File: config.mk
export PLATFORM = sky130hd
export DESIGN_NAME = po2_mac_scheduler
export DESIGN_NICKNAME = d
export VERILOG_FILES = /design/src/rtl/po2_pkg.sv /design/src/rtl/po2_shift_unit.sv /design/src/rtl/po2_mac_scheduler.sv
export SDC_FILE = /design/constraint.sdc
export NUM_CORES = 1
export LEC_CHECK = 0
export ABC_AREA = 1
export BUFFER_PORTS_ARGS = -buffer_cell sky130_fd_sc_hd__buf_2
export CORE_ASPECT_RATIO = 1.4
export CORE_UTILIZATION = 50
export CTS_BUF_LIST = sky130_fd_sc_hd__clkbuf_2
export DETAILED_ROUTE_END_ITERATION = 6
export MAX_ROUTING_LAYER = met4
export PLACE_DENSITY = 0.65
export SYNTH_ARGS = -nofsm -noshare
export SYNTH_HDL_FRONTEND = slang
export SYNTH_SLANG_ARGS = --single-unit
export TNS_END_PERCENT = 10
File: constraint.sdc
create_clock -name clk -period 2.7 [get_ports clk]
set_input_delay 0 -clock clk [delete_from_list [all_inputs] [get_ports clk]]
set_output_delay 0 -clock clk [all_outputs]
set_load 0.01 [all_outputs]
File: src/rtl/po2_pkg.sv
// po2_pkg: shared state, weight and fixed-point padding definitions for the power-of-two MAC scheduler
package po2_pkg;
  localparam int LOG2_BITS = 8;
  typedef enum logic [1:0] {IDLE, MUL, ACC, OUT} state_t;
  typedef struct packed {
    logic                 negative;
    logic [LOG2_BITS-1:0] log2;
  } weight_t;
  function automatic int pad_msb(input int w, input int i);
    return i + 0 * w;
  endfunction
  function automatic int pad_lsb(input int w, input int i);
    return w - i;
  endfunction
endpackage

File: src/rtl/po2_shift_unit.sv
// po2_shift_unit: widens a Q(I) sample to Q(2I) in 2W bits, applies the weight sign and 2^-log2 scaling
module po2_shift_unit import po2_pkg::*; #(
  parameter int W = 16,
  parameter int I = 4
) (
  input  logic [W-1:0]   sample,
  input  weight_t        weight,
  output logic [2*W-1:0] prod
);
  localparam int N = 2 * W;
  localparam int PM = pad_msb(W, I);
  localparam int PL = pad_lsb(W, I);
  logic signed [N-1:0] ext, val, shr;
  always_comb begin
    ext = {{PM{sample[W-1]}}, sample, {PL{1'b0}}};
    val = weight.negative ? -ext : ext;
    shr = val >>> weight.log2;
    prod = (32'(weight.log2) >= N - 1) ? {N{val[N-1]}} : shr;
  end
endmodule

File: src/rtl/po2_mac_scheduler.sv
// po2_mac_scheduler: K-tap dot product with power-of-two weights, one tap per three cycles
module po2_mac_scheduler import po2_pkg::*; #(
  parameter int W  = 16,
  parameter int I  = 4,
  parameter int K  = 4,
  parameter int LW = 5
) (
  input  logic                 clk,
  input  logic                 rst_n,
  input  logic [W-1:0]         in_data,
  input  logic                 in_valid,
  output logic                 in_ready,
  input  logic                 cfg_we,
  input  logic [$clog2(K)-1:0] cfg_addr,
  input  logic                 cfg_negative,
  input  logic [LW-1:0]        cfg_log2,
  output logic                 cfg_err,
  output logic [2*W-1:0]       out_data,
  output logic                 out_valid,
  input  logic                 out_ready
);
  localparam int AW = $clog2(K);
  state_t state, state_nx;
  logic [AW-1:0] tap;
  logic [W-1:0] sample;
  logic [2*W-1:0] acc, prod, prod_nx;
  weight_t weights [K];
  logic last, cfg_ok;
  assign last = 32'(tap) == K - 1;
  assign cfg_ok = state == IDLE && tap == '0 && 32'(cfg_addr) < K;
  assign in_ready = state == IDLE;
  assign out_valid = state == OUT;
  assign out_data = acc;
  po2_shift_unit #(.W(W), .I(I)) u_shift (
    .sample(sample),
    .weight(weights[tap]),
    .prod  (prod_nx)
  );
  always_ff @(posedge clk or negedge rst_n) begin
    if (!rst_n) state <= IDLE;
    else state <= state_nx;
  end
  always_comb begin
    state_nx = state;
    case (state)
      IDLE:    state_nx = in_valid ? MUL : IDLE;
      MUL:     state_nx = ACC;
      ACC:     state_nx = last ? OUT : IDLE;
      OUT:     state_nx = out_ready ? IDLE : OUT;
      default: state_nx = IDLE;
    endcase
  end
  // a same-edge weight write lands before MUL reads the table, so tap 0 sees it
  always_ff @(posedge clk or negedge rst_n) begin
    if (!rst_n) begin
      tap <= '0;
      acc <= '0;
      prod <= '0;
      sample <= '0;
      cfg_err <= 1'b0;
      for (int k = 0; k < K; k++) weights[k] <= '0;
    end else begin
      cfg_err <= cfg_we && !cfg_ok;
      if (cfg_we && cfg_ok) weights[cfg_addr] <= '{negative: cfg_negative, log2: LOG2_BITS'(cfg_log2)};
      if (in_valid && in_ready) sample <= in_data;
      if (state == MUL) prod <= prod_nx;
      if (state == ACC) begin
        acc <= acc + prod;
        if (!last) tap <= tap + AW'(1);
      end
      if (state == OUT && out_ready) begin
        acc <= '0;
        tap <= '0;
      end
    end
  end
endmodule

==> impl_metrics.csv <==
group,metric,value,unit
status,status,"finished clean",
global_routing,grt_pass1_vias,7679,
critical_path,crit_buf_inv,0,
logic_synthesis,avgSynthCellArea,6.938,um^2
logic_synthesis,ys_warn_count,0,
critical_path,crit_path_end_kind,"flop",
sta,slew_viol_final,0,
route,vias,7900,
global_routing,grt_antenna_before_repair,1,
logic_synthesis,ys_top_cells_by_area,"dfrtp_1 35%, nand2_1 17%, nand3_1 9.7%",
sta,fin_crit,2.579,ns
cts,clk_pin_slew_worst_paths,0.38,ns
sta,final.setup.tns,0,ns
logic_synthesis,synth_edf_count,0,
cts,h-tree-depth,3,
route,vias_per_cell,5.378,
logic_synthesis,ys_seq_area_share,34.61,%
sta,tightest_slew,0.8152,ns
place,place_congestion,0.9468,
critical_path,critPathMaxFanout,4,
critical_path,cp_slowest_cell,"dfrtp_1",
logic_synthesis,syn-instance-count,1136,
critical_path,path_class,"flop to flop",
place,numPortBuffers,63,
die,start_util,51.90,%
global_routing,grt_usage,30.77,%
critical_path,r2r-start,"out_data[2]",
route,drt_iter0_markers,409,
cts,cts_inserted_buffers,9,
flow_run,max-cap-violations,0,
global_routing,grt_max_degree,58,
sta,timing.fmax,387.7,MHz
min_path,hold_start,"cfg_we",
critical_path,path_cells,"ha_1, nand3_1, nand3_1, a21boi_1, o21ai_0, a21oi_1, o21bai_1, nand2_1, nand2_1, nand2_1, nand3_1, nand2_1",
sta,rsz0062_at_grt,"yes",
die,ios,64,
sta,fin_crit_sh,95.53,%
die,fp.dieH,150.6,um
logic_synthesis,synthArstFlopShare,100.0,%
critical_path,worstSetupStartpoint,"out_data[2]",
route,wire_per_inst,15.71,um
critical_path,crit_arrival,3.20,ns
die,rows,53,
sta,relSlewSlack,45.59,%
logic_synthesis,yosys.area.top_type,"dfrtp_1",
die,dieArea,16280,um^2
route,wl,23080,um
die,coreArea,15190,um^2
logic_synthesis,synth_top_area_share,34.61,%
logic_synthesis,yosys_most_used_dff,"dfrtp_1",
critical_path,required,3.32,ns
route,first_pass_iters,5,
sta,setup_viol,0,
cts,clock_path_buffers,2,
logic_synthesis,synth-seq-cells,109,
die,die_w,108.1,um
cells_and_area,fin_nets,1335,
sta,finalHoldViolations,0,
place,dp_hpwl,17620,um
logic_synthesis,yosysUniqueCellTypes,46,
cts,insertion_delay,0.72,ns
global_routing,grt_pass1_wl,37160,um
critical_path,start_kind,"flop",
cells_and_area,drive_gt1_share,13.87,%
critical_path,slowest_delay,0.48,ns
cts,cts_root_buf,"clkbuf_2",
cts,cts_tree,"done",
route,antenna_left,0,
critical_path,worst_path_dominant_cell_family,"compound AO/OA/AOI/OAI gates",
cells_and_area,area_growth,18.29,%
min_path,holdCritPathClass,"input port to flop",
critical_path,cp_common_cell,"nand2_1",
sta,skew,0.06287,ns
global_routing,gr-total-overflow,0,
logic_synthesis,synth_nets,1200,
cts,clock-sinks,109,
logic_synthesis,syn_area,7881,um^2
route,route.detailed.drc,0,
## worst paths after layout
path	endpoint	slack (ns)	cells after the start
min reg2reg	prod[2]	0.54	2
max in group asynchronous	sample[11]	2.05	4
max	out_data[25]	0.12	12
max reg2reg	out_data[25]	0.12	12
min in group asynchronous	out_data[6]	0.30	4
min	cfg_err	0.05	3
## metal layers
metal / track usage, % / vias up / part of all wire, %
li1: - / 4073 / -
met1: 33.03 / 3590 / 39
met2: 55.57 / 177 / 53
met3: 2.900 / 60 / 2.8
met4: 15.89 / 0 / 4.8
met5: - / - / 0
## cell families after synthesis
| family | count (synthesis) | synth area share [%] |
|---|---|---|
| XOR/XNOR | 6 | 0.6668 |
| multiplexers | 23 | 3.286 |
| buffers and inverters | 121 | 6.731 |
| flip-flops | 109 | 34.61 |
| adder cells (fa/ha/maj) | 35 | 5.652 |
| AND/OR/NAND/NOR | 653 | 34.78 |
| AO/OA/AOI/OAI | 189 | 14.27 |
## registers in the layout, indices dropped and copies added, names as in the netlist
register	count
cfg_err	1
sample	16
prod	32
out_data	32
weights	24
tap	2
state	2
## cells in the mapped netlist (all sizes together), types with 3 or more instances
cell type  number
a21o            5
a21oi          77
a221oi          3
a32oi           4
buf            21
clkbuf         14
dfrtp         109
ha             34
inv            84
mux2           23
nand2         369
nand3         156
nand4           6
nor2          105
nor3           10
o211ai          5
o21a            3
o21ai          76
o21bai          5
o31ai           3
xor2            5
## through the flow
stage                     hold WS [ns]  setup slack (ns)  util (%)  instances  area, um^2
after floorplan                -0.2956            0.3830         -       1136        7881
after global placement          0.1213            0.1912     56.00       1388        8504
after detailed placement        0.1259            0.1370     56.00       1388        8504
after CTS                      0.03185           0.04989     61.18       1468        9291
after global routing          0.004053          -0.05777     61.39       1469        9323
final                          0.04595            0.1208     61.39       1469        9323
## repair_timing
| action | in CTS | in global routing |
|---|---|---|
| setup buffers | 0 | 0 |
| hold buffers | 64 | 0 |
| gates resized for setup | 0 | 13 |
| endpoints found under the setup margin | 0 | 28 |
| hold endpoints to repair | 183 | 0 |
## worst min-delay path, delay by kind of cell
| kind | cells | cell delay [ns] |
|---|---|---|
| buffers and inverters | 2 | 0.67 |
| AO/OA/AOI/OAI | 1 | 0.12 |
## placed cells by master (no fill, tap or decap), types with 34 or more instances in the layout
master           n
dlygate4sd3_1   63
ha_1            34
nand2_1        364
dfrtp_1        107
nor2_1         100
a21oi_1         75
nand3_1        152
o21ai_0         64
buf_2           62
inv_1           73
## area by class of cell
class | instances | area [um^2]
fill | 1448 | 5863
multi-input combinational | 906 | 4652
sequential | 109 | 2730
timing repair buffer | 159 | 1241
inverter | 86 | 327.8
tap | 192 | 240.2
clock inverter | 7 | 83.83
clock buffer | 9 | 45.04
antenna | 1 | 2.502
Power is left out: the tool's default activity adds up to more than one toggle a clock period on the data nets, which glitch-free logic cannot reach.
